<file path="src/rtl/list_if_pkg.sv">
// Shared definitions for the dfd_* list-output interface and its consumers.
//   - Default data/sum/count widths reused by list producers and the reducer.
//   - Reducer state encoding (3 bits).
package list_if_pkg;

    localparam int unsigned LIST_DATA_W = 8;
    localparam int unsigned LIST_SUM_W  = 16;
    localparam int unsigned LIST_CNT_W  = 8;

    typedef enum logic [2:0] {
        StIdle = 3'd0,
        StReq  = 3'd1,
        StGap  = 3'd2,
        StDone = 3'd3,
        StErr  = 3'd4
    } list_state_e;

endpackage

</file>
<file path="src/rtl/list_ack_watchdog.sv">
// Per-request ack timer for the list reducer.
// Ports:
//   clock, reset : clock and asynchronous active-high reset
//   clear        : synchronous clear of the timer (has priority over enable)
//   enable       : count up by one this cycle
//   expired      : timer has reached TIMEOUT
module list_ack_watchdog #(
    parameter int unsigned TIMEOUT = 1023
) (
    input  logic clock,
    input  logic reset,
    input  logic clear,
    input  logic enable,
    output logic expired
);

    localparam int unsigned TW = $clog2(TIMEOUT + 1);

    logic [TW-1:0] timer;

    always_ff @(posedge clock or posedge reset) begin
        if (reset) begin
            timer <= '0;
        end else if (clear) begin
            timer <= '0;
        end else if (enable) begin
            timer <= timer + TW'(1);
        end
    end

    assign expired = (timer == TW'(TIMEOUT));

endmodule

</file>
<file path="src/rtl/list_stream_reducer.sv">
// Consumer for the req/ack list interface of dfd_* blocks. A rising edge on
// start pulls elements one at a time and reduces them to count, wrapping sum
// and unsigned maximum, ending in DONE (end-of-list) or ERR (stall, protocol
// violation or count overflow).
// Ports:
//   clock, reset      : clock and asynchronous active-high reset
//   start             : level input; a sampled rising edge begins a reduction
//   list_req          : element request to the producer
//   list_ack          : one-cycle producer response
//   list_value        : element data (valid with list_ack & list_value_valid)
//   list_value_valid  : with list_ack, 1 = element, 0 = end of list
//   done, error       : result valid / error flags
//   count, sum, max_val : reduction results
module list_stream_reducer
    import list_if_pkg::*;
#(
    parameter int unsigned DATA_W  = LIST_DATA_W,
    parameter int unsigned SUM_W   = LIST_SUM_W,
    parameter int unsigned CNT_W   = LIST_CNT_W,
    parameter int unsigned TIMEOUT = 1023
) (
    input  logic              clock,
    input  logic              reset,
    input  logic              start,
    output logic              list_req,
    input  logic              list_ack,
    input  logic [DATA_W-1:0] list_value,
    input  logic              list_value_valid,
    output logic              done,
    output logic              error,
    output logic [CNT_W-1:0]  count,
    output logic [SUM_W-1:0]  sum,
    output logic [DATA_W-1:0] max_val
);

    list_state_e state;
    logic        start_q;
    logic        start_edge;
    logic        start_go;
    logic        wd_clear;
    logic        wd_enable;
    logic        expired;

    assign start_edge = start & ~start_q;

    // Start edges only matter when no list transfer is in flight.
    assign start_go = start_edge &
                      ((state == StIdle) || (state == StDone) || (state == StErr));

    // Timer restarts per request: any ack ends the current request.
    assign wd_clear  = start_go | ((state == StReq) & list_ack);
    assign wd_enable = (state == StReq) & ~list_ack & ~expired;

    list_ack_watchdog #(
        .TIMEOUT (TIMEOUT)
    ) u_watchdog (
        .clock   (clock),
        .reset   (reset),
        .clear   (wd_clear),
        .enable  (wd_enable),
        .expired (expired)
    );

    always_ff @(posedge clock or posedge reset) begin
        if (reset) begin
            state    <= StIdle;
            start_q  <= 1'b0;
            list_req <= 1'b0;
            done     <= 1'b0;
            error    <= 1'b0;
            count    <= '0;
            sum      <= '0;
            max_val  <= '0;
        end else begin
            start_q <= start;
            unique case (state)
                StIdle, StDone, StErr: begin
                    if (start_go) begin
                        state    <= StReq;
                        list_req <= 1'b1;
                        done     <= 1'b0;
                        error    <= 1'b0;
                        count    <= '0;
                        sum      <= '0;
                        max_val  <= '0;
                    end
                end
                StReq: begin
                    // An ack in the timeout cycle still counts as a response.
                    if (list_ack) begin
                        list_req <= 1'b0;
                        if (!list_value_valid) begin
                            state <= StDone;
                            done  <= 1'b1;
                        end else if (count == '1) begin
                            // Counter would wrap: drop the element, flag it.
                            state <= StErr;
                            error <= 1'b1;
                        end else begin
                            state <= StGap;
                            count <= count + CNT_W'(1);
                            sum   <= sum + SUM_W'(list_value);
                            if (list_value > max_val) begin
                                max_val <= list_value;
                            end
                        end
                    end else if (expired) begin
                        list_req <= 1'b0;
                        state    <= StErr;
                        error    <= 1'b1;
                    end
                end
                StGap: begin
                    // One req-low cycle so the producer sees a falling edge.
                    if (list_ack) begin
                        state <= StErr;
                        error <= 1'b1;
                    end else begin
                        state    <= StReq;
                        list_req <= 1'b1;
                    end
                end
                default: begin
                    state    <= StIdle;
                    list_req <= 1'b0;
                end
            endcase
        end
    end

endmodule

</file>
<file path="config.mk">
export PLATFORM = sky130hd
export DESIGN_NAME = list_stream_reducer
export DESIGN_NICKNAME = d
export VERILOG_FILES = /design/src/rtl/list_if_pkg.sv /design/src/rtl/list_ack_watchdog.sv /design/src/rtl/list_stream_reducer.sv
export SDC_FILE = /design/constraint.sdc
export NUM_CORES = 1
export LEC_CHECK = 0
export BUFFER_PORTS_ARGS = -buffer_cell sky130_fd_sc_hd__buf_2
export CORE_MARGIN = 3
export CORE_UTILIZATION = 50
export DETAILED_ROUTE_END_ITERATION = 16
export PLACE_DENSITY_LB_ADDON = 0.05
export SLEW_MARGIN = 20
export SYNTH_ARGS = -nofsm -noshare
export SYNTH_HDL_FRONTEND = slang
export SYNTH_SLANG_ARGS = --single-unit
</file>
<file path="constraint.sdc">
create_clock -name clock -period 2.5 [get_ports clock]
set_clock_uncertainty 0.2 [all_clocks]
set_input_delay 0.125 -clock clock [delete_from_list [all_inputs] [get_ports clock]]
set_output_delay 0.125 -clock clock [all_outputs]
set_load 0.01 [all_outputs]
</file>
[After elaboration in Yosys (flattened, before gate mapping)]
Index checks and enable logic that the tools add are counted.
Word-level totals
  logic and storage cells: 91
  register bits: 49
  output and inout bits: 35
  input port bits: 13
Cells by class
  add/sub/neg operators: 3
  mux-type cells: 39
  bitwise logic cells: 9
  magnitude comparators: 1
  eq/ne operators: 17
  reduce and logical (&&, ||, !) cells: 13
Operators with widths (number)
  two-way mux 16 bit: 4
  two-way mux 8 bit: 8
  case mux 16 bit (2 select lines): 1
  case mux 8 bit (2 select lines): 2
  two-way mux 10 bit: 2
  two-way mux 3 bit: 6
  adder 16 x 8 -> 16 bit: 1
  != test 2 bit (second input constant): 7
  two-way mux 1 bit: 12
  AND reduction 6 bit: 2
  adder 10 x 1 -> 10 bit (second input constant): 1
  == test 10 bit (second input constant): 1
  case mux 3 bit (3 select lines): 1
  adder 8 x 1 -> 8 bit (second input constant): 1
  == test 8 bit (second input constant): 1
  greater-than comparator 8 bit: 1
  == test 3 x 2 -> 1 bit (second input constant): 2
  != test 3 bit (second input constant): 2
  case mux 1 bit (3 select lines): 2
  bitwise AND 1 bit: 5
  AND reduction 5 bit: 1
  AND reduction 4 bit: 1
  nonzero test 2 bit: 2
  == test 3 x 1 -> 1 bit (second input constant): 1
  12 further kinds: 15

[Depth between registers and ports, before layout]
Gate-level depths: netlist of run 1.
  depth after elaboration: 6
  gate-level depth with buffers: 8
  gate-level depth less buffers: 7

[Modules after synthesis]
From an unflattened synthesis of run 1, not the netlist that was laid out.
Unflattened totals
  cells, all modules: 338
  area total of the unflattened synthesis: 3071.7 µm²
Modules (own cells, without submodules)
  list_stream_reducer: area an instance 2552.4 µm², sequential area each 975.9 µm², times used 1, cells an instance 286
  list_ack_watchdog: area an instance 519.2 µm², sequential area each 250.2 µm², times used 1, cells an instance 52

[Worst setup path before layout of run 1]
Ideal clock, no wire load.
  path kind: register to register
  from: reg count[0]
  to: reg sum[11]
  arrival: 1991 ps
  required time: 2222 ps
  clock period less this slack: 2269 ps
  setup slack: 231 ps
  path buffers: 1
  stages on the path, launching flop included: 8
  library setup time: 78 ps
  path through: dfrtp_1 ha_1 and4_1 and3_1 buf_2 a21o_1 or4_1 a21oi_1
Between the ends
  longest elaborated chain between the ends: 3
Ends and longest elaborated chain
  start, declared: RTL line list_stream_reducer.sv:31  | output logic [CNT_W-1:0] count,
  start signal, assigned: RTL line list_stream_reducer.sv:101  | count <= count + CNT_W'(1);
  == test 8 bit: RTL line list_stream_reducer.sv:95  | end else if (count == '1) begin
  != test 2 bit (no line)
  AND reduction 5 bit (no line)
  end signal, assigned: RTL line list_stream_reducer.sv:102  | sum <= sum + SUM_W'(list_value);
  end, declared: RTL line list_stream_reducer.sv:32  | output logic [SUM_W-1:0] sum,
No other way between the ends.
A chain may end at the register's enable or synchronous reset.

[Worst setup path in the final report of run 1]
Ends and elaborated chain as after synthesis.

==> results of run 1 <==
critical path, stage by stage (launching register included):
cell	delay, ns
dfrtp_1	0.39
ha_1	0.23
and4_1	0.26
and3_1	0.24
a21o_2	0.30
or4_1	0.53
a21oi_1	0.15
cell type report:
class | instances | area [sq um] | area share [%]
Inverter | 16 | 60.06 | 1.634
Clock buffer | 7 | 86.33 | 2.349
Sequential cell | 49 | 1226 | 33.36
Tap cell | 72 | 90.09 | 2.451
Clock inverter | 1 | 30.03 | 0.8169
Timing Repair Buffer | 72 | 450.4 | 12.25
Multi-Input combinational cell | 250 | 1733 | 47.14
how the worst min path moves through the flow:
stage          startpoint  endpoint  depth (start not counted)
2_1_floorplan       start   start_q                          0
3_3_place_gp        start   start_q                          1
3_5_place_dp        start   start_q                          1
4_1_cts          list_ack      done                          3
5_1_grt          list_ack      done                          3
6_report         list_ack      done                          3
power by group:
part	total (mW)	switching [mW]	internal (mW)
clock network	0.593	0.267	0.327
logic	1.50	0.883	0.621
registers	1.13	0.162	0.963
total	3.22	1.31	1.91
layer usage:
metal	GRT usage, %	share of wire, %
met1	29.73	47
met2	35.51	48
met3	4.541	3.8
met4	5.556	0.94
met5	0	0
flip-flops by register name, summed over array words and instances (netlist names):
name / flops
count: 8
done: 1
error: 1
list_req: 1
max_val: 8
start_q: 1
state: 3
sum: 16
u_watchdog.timer: 10
cell usage in the layout, fill, tap and decap left out, types with 14 or more instances in the layout:
cell type  count
nor2_1        21
ha_1          18
dfrtp_1       49
o211ai_1      16
buf_4         14
nand2_1       36
inv_1         15
buf_2         47
a21oi_1       19
nand4_1       14
cells by family (layout without fill, tap and decap cells):
group | count (synthesis) | count (layout) | share of synthesized area [%]
buf+inv | 28 | 96 | 3.901
flops | 49 | 49 | 40.25
compound gates | 94 | 94 | 22.30
fa+ha+maj | 19 | 19 | 8.049
simple gates | 117 | 117 | 19.51
mux | 5 | 5 | 1.684
xor+xnor | 15 | 15 | 4.312
per-stage QoR:
stage	instance area [sq um]	hold slack (ns)	cells	worst slack, ns	utilization [%]
after floorplan	3047	-0.04357	327	0.2312	-
after global placement	3418	0.04308	448	0.1935	59.87
after detailed placement	3418	0.04488	448	0.1209	59.87
after CTS	3645	0.001744	467	0.03358	63.84
after global routing	3676	0.04388	467	0.03162	64.39
final	3676	0.007554	467	0.1446	64.39
what timing repair did:
action	4_1_cts	5_1_grt
endpoints found under the hold margin	59	0
resized for setup	0	8
setup endpoints to repair	0	13
hold buffers	11	0
==> impl_metrics.tcl, run 1 <==
set metrics [dict create \
    status "finished clean" \
    firstDrtPassIters 4 \
    hold_viol_final 0 \
    finalPower_mw 3.222 \
    synth-seq-cells 49 \
    fp.dieW_microns 84.06 \
    synth_top_area_cell "dfrtp_1" \
    relSlewSlack_pct 57.76 \
    r2r_end "sum[11]" \
    setup.worst_path.end "sum[11]" \
    max_cap_viol_count 0 \
    hold_path.class "primary input to register" \
    grt_usage_pct 21.87 \
    powerDensity_mw_per_mm2 876.5 \
    leakagePower_nw 1.738 \
    end_kind "register" \
    htree_levels 2 \
    dp_hpwl_microns 5259 \
    fin_crit_sh_pct 94.22 \
    grt_pass1_vias 2685 \
    syn_inst 327 \
    place_congestion 0.8220 \
    setup_violations 0 \
    cp.arrival_ns 2.40 \
    syn_area_sq_mm 0.003047 \
    synth-seq-area-share_pct 40.25 \
    yosysMostFrequentCell "dfrtp_1" \
    grt_antenna_before_repair 0 \
    ys.flop_type "dfrtp_1" \
    areaGrowthSynthToFinish_pct 20.66 \
    fp.dieH_microns 84.06 \
    grt_max_degree 50 \
    rrSetupSlack_ns 0.14 \
    crit_type "register to register" \
    grt-ovfl-total 0 \
    drt_wl_total_microns 7433 \
    timing.final.crit_period_ns 2.355 \
    required_ns 2.54 \
    yosysWarnings 0 \
    reg2reg_depth 6 \
    synth.top_cell.area_share_pct 40.25 \
    drv_slew 0 \
    async_reset_ff_share_pct 100.0 \
    clock_path_buffers 2 \
    irDropWorstVdd_mv 0.4482 \
    ys_types 52 \
    row_count 27 \
    crit_path_start_kind "register" \
    wire_per_inst_microns 15.92 \
    worst_pin_slew_ns 0.6336 \
    placement.io_buffers 47 \
    path_clk_slew_ns 0.09 \
    grt_pass1_wl_microns 12720 \
    yosys-top-cells-count "dfrtp_1 (49), nand2_1 (36), nor2_1 (21), a21oi_1 (19), ha_1 (18)" \
    worst-path-max-fanout 14 \
    num_vias 2751 \
    nFillCells 477 \
    clk_latency_ns 0.30 \
    core_sq_mm 0.005709 \
    synth_edf_count 0 \
    vias_per_cell 5.891 \
    max_freq_ghz 0.4246 \
    synth.top_cells.by_area "dfrtp_1 (40%), ha_1 (7.4%), nand2_1 (4.4%)" \
    insertedDiodeCount 0 \
    ios 48 \
    dieArea_sq_mm 0.007066 \
    rsz0062_at_grt "no" \
    syn_nets 359 \
    start_util_pct 53.36 \
    cts_tree "yes" \
    cts_setup_buffers 0 \
    drtAntennaViolNets 0 \
    crit_path_start "count[0]" \
    drt_iter0_markers 182 \
    cts_sinks 49 \
    drc 0 \
    r2r_start "count[0]" \
    nets 426 \
    setup_tns_ns 0 \
    syn_area_per_cell_sq_um 9.317 \
    cts_buffers 5 \
    drive_gt1_share_pct 21.01 \
    cts-root-buf "clkbuf_8" \
]
No activity file was read; power rests on OpenSTA's default activity.
==> run 2: changes to the inputs <==
CTS_BUF_LIST = sky130_fd_sc_hd__clkbuf_16   (was not set)
==> run 2 against run 1 <==
  * Routed wire length increased by 0.66%
  * Via count is 0.84% lower
  * Critical path depth unchanged
  * Power grew 5.1%
  * Sequential power hardly changed
  * Register-to-register slack hardly changed
  * First-iteration DRC count down 11%
  * Die area unchanged
  * Largest power group unchanged
  * Hold slack got worse by 0.0058 ns
==> impl_metrics.tcl, run 2 (synthesized netlist as in run 1, its figures left out) <==
set metrics [dict create \
    powerDensity_mw_per_mm2 912.0 \
    dp_hpwl_microns 5259 \
    fp.dieH_microns 84.06 \
    rsz0062_at_grt "no" \
    setup.worst_path.end "sum[11]" \
    drv_slew 0 \
    hold_viol_final 0 \
    setup_tns_ns 0 \
    crit_path_start_kind "register" \
    instances_no_fill 466 \
    place_congestion 0.8220 \
    core_sq_mm 0.005709 \
    drive_gt1_share_pct 20.81 \
    relSlewSlack_pct 57.50 \
    layout_commonest_cell "dfrtp_1" \
    irDropWorstVdd_mv 0.4550 \
    drt_wl_total_microns 7482 \
    r2r_end "sum[11]" \
    leakagePower_nw 1.758 \
    critPathTopFamily "simple AND/OR/NAND/NOR gates" \
    reg2reg_depth 6 \
    wire_per_inst_microns 16.06 \
    row_count 27 \
    drc 0 \
    insertedDiodeCount 0 \
    top_regs "sum x16, u_watchdog.timer x10" \
    placed_cells 448 \
    end_kind "register" \
    fin_crit_sh_pct 94.15 \
    timing.final.crit_period_ns 2.354 \
    grt_max_degree 50 \
    dieArea_sq_mm 0.007066 \
    clock_path_buffers 2 \
    largest_reg_flops 16 \
    crit_cells 6 \
    clk_latency_ns 0.29 \
    cts_buffers 5 \
    cts-root-buf "clkbuf_16" \
    areaGrowthSynthToFinish_pct 21.85 \
    firstDrtPassIters 4 \
    max_cap_viol_count 0 \
    grt_usage_pct 21.58 \
    worst-path-max-fanout 14 \
    utilization_pct 65.02 \
    r2r_start "count[0]" \
    cp.arrival_ns 2.37 \
    path_cells "ha_1 > and4_1 > and3_1 > a21o_2 > or4_1 > a21oi_1" \
    grt_pass1_vias 2662 \
    cts_sinks 49 \
    grt_antenna_before_repair 0 \
    start_util_pct 53.36 \
    worst_pin_slew_ns 0.6376 \
    status "finished clean" \
    path_clk_slew_ns 0.07 \
    hold_path.class "primary input to register" \
    required_ns 2.51 \
    vias_per_cell 5.854 \
    cts_setup_buffers 0 \
    crit_slowest_cell "or4_1" \
    setup_violations 0 \
    nets 425 \
    ios 48 \
    max_stage_delay_ns 0.53 \
    rrSetupSlack_ns 0.15 \
    max_freq_ghz 0.4249 \
    largest-register "sum" \
    fp.dieW_microns 84.06 \
    num_vias 2728 \
    crit_type "register to register" \
    placement.io_buffers 47 \
    drtAntennaViolNets 0 \
    layout_common_cells "dfrtp_1 (49), buf_2 (47), nand2_1 (36)" \
    grt-ovfl-total 0 \
    htree_levels 2 \
    grt_pass1_wl_microns 12710 \
    cts_tree "yes" \
    drt_iter0_markers 162 \
    crit_path_start "count[0]" \
    crit_buf_inv 0 \
]
run 2: worst reg2reg max path, stage by stage, from the launching register on:
cell and delay, ns:
dfrtp_1 0.38, ha_1 0.23, and4_1 0.25, and3_1 0.24, a21o_2 0.30, or4_1 0.53
a21oi_1 0.15
run 2: layout make-up:
| type | count | area, sq um |
|---|---|---|
| well taps | 72 | 90.09 |
| clock inverters | 3 | 37.54 |
| inverters | 16 | 60.06 |
| fillers | 473 | 1997 |
| clock buffers | 5 | 125.1 |
| repair buffers | 71 | 440.4 |
| multi-input cells | 250 | 1733 |
| flip-flops and latches | 49 | 1226 |
run 2: worst min path at each step:
stage | startpoint | end | slack [ns] | cells past startpoint
2_1_floorplan | start | start_q | -0.04 | 0
3_3_place_gp | start | start_q | 0.04 | 1
3_5_place_dp | start | start_q | 0.04 | 1
4_1_cts | list_value[1] | max_val[1] | 0.002 | 3
5_1_grt | list_value[1] | max_val[1] | 0.03 | 3
6_report | list_value[1] | max_val[1] | 0.002 | 3
run 2: report_power, final:
part,total (mW),internal (mW),switching [mW]
combinational,1.50,0.620,0.884
sequential,1.13,0.964,0.164
clock,0.754,0.465,0.289
total,3.39,2.05,1.34
run 2: what timing repair did:
action | 4_1_cts | 5_1_grt
gates resized for setup | 0 | 8
endpoints found under the setup margin | 0 | 13
hold buffers | 10 | 0
endpoints found under the hold margin | 58 | 0
run 2: metal layers:
layer | up-vias | global-route usage (%) | part of all wire, %
met3 | 8 | 3.751 | 4.5
li1 | 1354 | - | -
met5 | - | 0 | 0
met4 | 0 | 4.825 | 0.75
met2 | 61 | 35.15 | 48
met1 | 1305 | 29.96 | 47
run 2: stage by stage:
| stage | cell area (sq um) | hold WS, ns | setup WS [ns] | total power [mW] |
|---|---|---|---|---|
| 2_1_floorplan | 3047 | -0.04357 | 0.2312 | 2.084 |
| 3_3_place_gp | 3418 | 0.04308 | 0.1935 | 2.547 |
| 3_5_place_dp | 3418 | 0.04488 | 0.1209 | 2.573 |
| 4_1_cts | 3681 | 0.002411 | 0.01121 | 3.347 |
| 5_1_grt | 3712 | 0.02594 | 0.03989 | 3.645 |
| 6_report | 3712 | 0.001711 | 0.1464 | 3.386 |
==> run 3: changes to the inputs <==
clock period = 3 ns   (was 2.5 ns; I/O delays follow)
==> run 3 against run 2 <==
  * Count of clock-buffer cells in the layout is the same
  * Sequential cell count is the same
  * Combinational power shrank 25%
  * Setup slack gained 0.27 ns
  * Hold slack gained 0.031 ns
  * Global-route usage shrank 1.3 points
  * Non-clock buffer count shrank 10
  * Via count shrank 2.8%
  * Routed wire length shrank 6.8%
  * Final area shrank 2.8%
  * Power shrank 20%
  * Largest power group unchanged
==> impl_metrics.tcl, run 3 (synthesized netlist as in run 1, its figures left out) <==
set metrics [dict create \
    fp.dieH_microns 84.06 \
    layout_commonest_cell "dfrtp_1" \
    irDropWorstVdd_mv 0.3202 \
    htree_levels 2 \
    power.switching_mw 1.061 \
    layout_common_cells "dfrtp_1 (49), buf_2 (47), nand2_1 (36)" \
    start_util_pct 53.36 \
    top_regs "sum x16, u_watchdog.timer x10" \
    path_common_cell "o21ai_0" \
    drt_wl_total_microns 6970 \
    grt_pass1_vias 2579 \
    postPlaceCellArea_sq_mm 0.003343 \
    place_congestion 0.8130 \
    timing.final.crit_period_ns 2.582 \
    cp.arrival_ns 2.59 \
    cts_buffers 5 \
    clk_latency_ns 0.28 \
    firstDrtPassIters 4 \
    powerDensity_mw_per_mm2 748.2 \
    wire_per_inst_microns 15.29 \
    finalPower_mw 2.699 \
    final-seq-area_sq_mm 0.001226 \
    p_clk_share_pct 23.2 \
    utilization_pct 63.18 \
    max_freq_ghz 0.3873 \
    grt_pass1_wl_microns 12030 \
    drc 0 \
    instances_no_fill 456 \
    path_clk_slew_ns 0.06 \
    drt_iter0_markers 190 \
    crit_slowest_cell "or4_1" \
    multiInputGateArea_sq_mm 0.001702 \
    fp.dieW_microns 84.06 \
    areaGrowthSynthToFinish_pct 18.40 \
    worst-path-max-fanout 8 \
    cts-root-buf "clkbuf_16" \
    hold_path.class "primary input to register" \
    ios 48 \
    setup_violations 0 \
    dp_slack_ns 0.5845 \
    worst_pin_slew_ns 0.8444 \
    grt-ovfl-total 0 \
    setup_tns_ns 0 \
    critPathTopFamily "compound AO/OA/AOI/OAI gates" \
    crit_path_start_kind "primary input" \
    relSlewSlack_pct 43.64 \
    status "finished clean" \
    grt_max_degree 50 \
    clock_path_buffers 2 \
    drtAntennaViolNets 0 \
    drv_slew 0 \
    vias_per_cell 5.816 \
    largest_reg_flops 16 \
    dp_hpwl_microns 5033 \
    grt_usage_pct 20.28 \
    nets 415 \
    crit_type "primary input to register" \
    num_vias 2652 \
    max_cap_viol_count 0 \
    crit_buf_inv 2 \
    largest-register "sum" \
    required_ns 3.01 \
    sw_frac_of_total_pct 39.33 \
    postCtsResizedCells 0 \
    fin_crit_sh_pct 86.07 \
    placement.io_buffers 47 \
    leakagePower_nw 1.702 \
    insertedDiodeCount 0 \
    power_frac_seq_pct 35.3 \
    fin_ws_ns 0.4180 \
    row_count 27 \
    rsz0062_at_grt "no" \
    cts_sinks 49 \
    core_sq_mm 0.005709 \
    path_cells "dlygate4sd3_1 > buf_2 > ha_1 > o21ai_0 > o21ai_0 > a31oi_1 > or4_1 > a21oi_1" \
    end_kind "register" \
    internal_power_mw 1.638 \
    p_comb_share_pct 41.5 \
    hold_viol_final 0 \
    dieArea_sq_mm 0.007066 \
    grt_antenna_before_repair 0 \
    drive_gt1_share_pct 17.45 \
    nFillCells 499 \
    placed_cells 438 \
    fin_hold_ws_ns 0.03232 \
    design_area_sq_mm 0.003607 \
    max_stage_delay_ns 0.56 \
    cts_tree "yes" \
]
run 3: cell types whose count changed in the layout (fill, tap and decap cells not counted):
cell,delta
a31oi_4,-1
o21ai_2,-1
buf_4,-10
clkinv_2,+1
a311oi_2,-1
inv_2,-1
nor3b_2,-1
nor3b_1,+1
o21ai_0,+2
a311oi_1,+1
a21o_2,-1
o21ai_1,-1
a21o_1,+1
a31oi_1,+1
run 3: repair_timing:
| item | CTS | global route |
|---|---|---|
| buffers inserted | 0 | 0 |
| hold endpoints to repair | 58 | 0 |
| hold buffers | 10 | 0 |
run 3: cell type report:
| class | instances | area share [%] |
|---|---|---|
| multi-input combinational | 250 | 47.17 |
| timing repair buffer | 61 | 10.13 |
| sequential | 49 | 33.99 |
| clock buffer | 5 | 3.469 |
| clock inverter | 3 | 1.041 |
| inverter | 16 | 1.700 |
| tap | 72 | 2.497 |
run 3: metal layers:
| metal | part of all wire, % | GRT usage (%) | wire length, microns | up-vias |
|---|---|---|---|---|
| met5 | 0 | 0 | 0 | - |
| met4 | 0.52 | 3.509 | 36 | 0 |
| met3 | 4.2 | 3.751 | 295 | 5 |
| met2 | 47 | 33.93 | 3286 | 55 |
| met1 | 48 | 27.68 | 3353 | 1261 |
| li1 | - | - | - | 1331 |
run 3: power groups by stage:
stage          logic [mW]  clock network, mW  registers (mW)
2_1_floorplan       0.758                  0           0.979
3_3_place_gp         1.10                  0           0.956
3_5_place_dp         1.11                  0           0.960
4_1_cts              1.13              0.637           0.950
5_1_grt              1.27              0.661           0.976
6_report             1.12              0.627           0.952
run 3: tightest hold or removal path, cell delays in order:
cell	delay (ns)
buf_2	0.14
nand4_1	0.08
o211ai_1	0.09
run 3: final timing paths:
check / startpoint / endpoint / slack [ns] / depth (start not counted)
worst max-delay path: list_value[2] / sum[15] / 0.42 / 8
worst min-delay path: list_value[1] / max_val[1] / 0.03 / 3
worst max register to register: sum[3] / sum[15] / 0.55 / 6
worst min register to register: done / done / 0.29 / 2
max in group asynchronous: reset / sum[8] / 1.75 / 3
min in group asynchronous: reset / sum[2] / 0.36 / 3
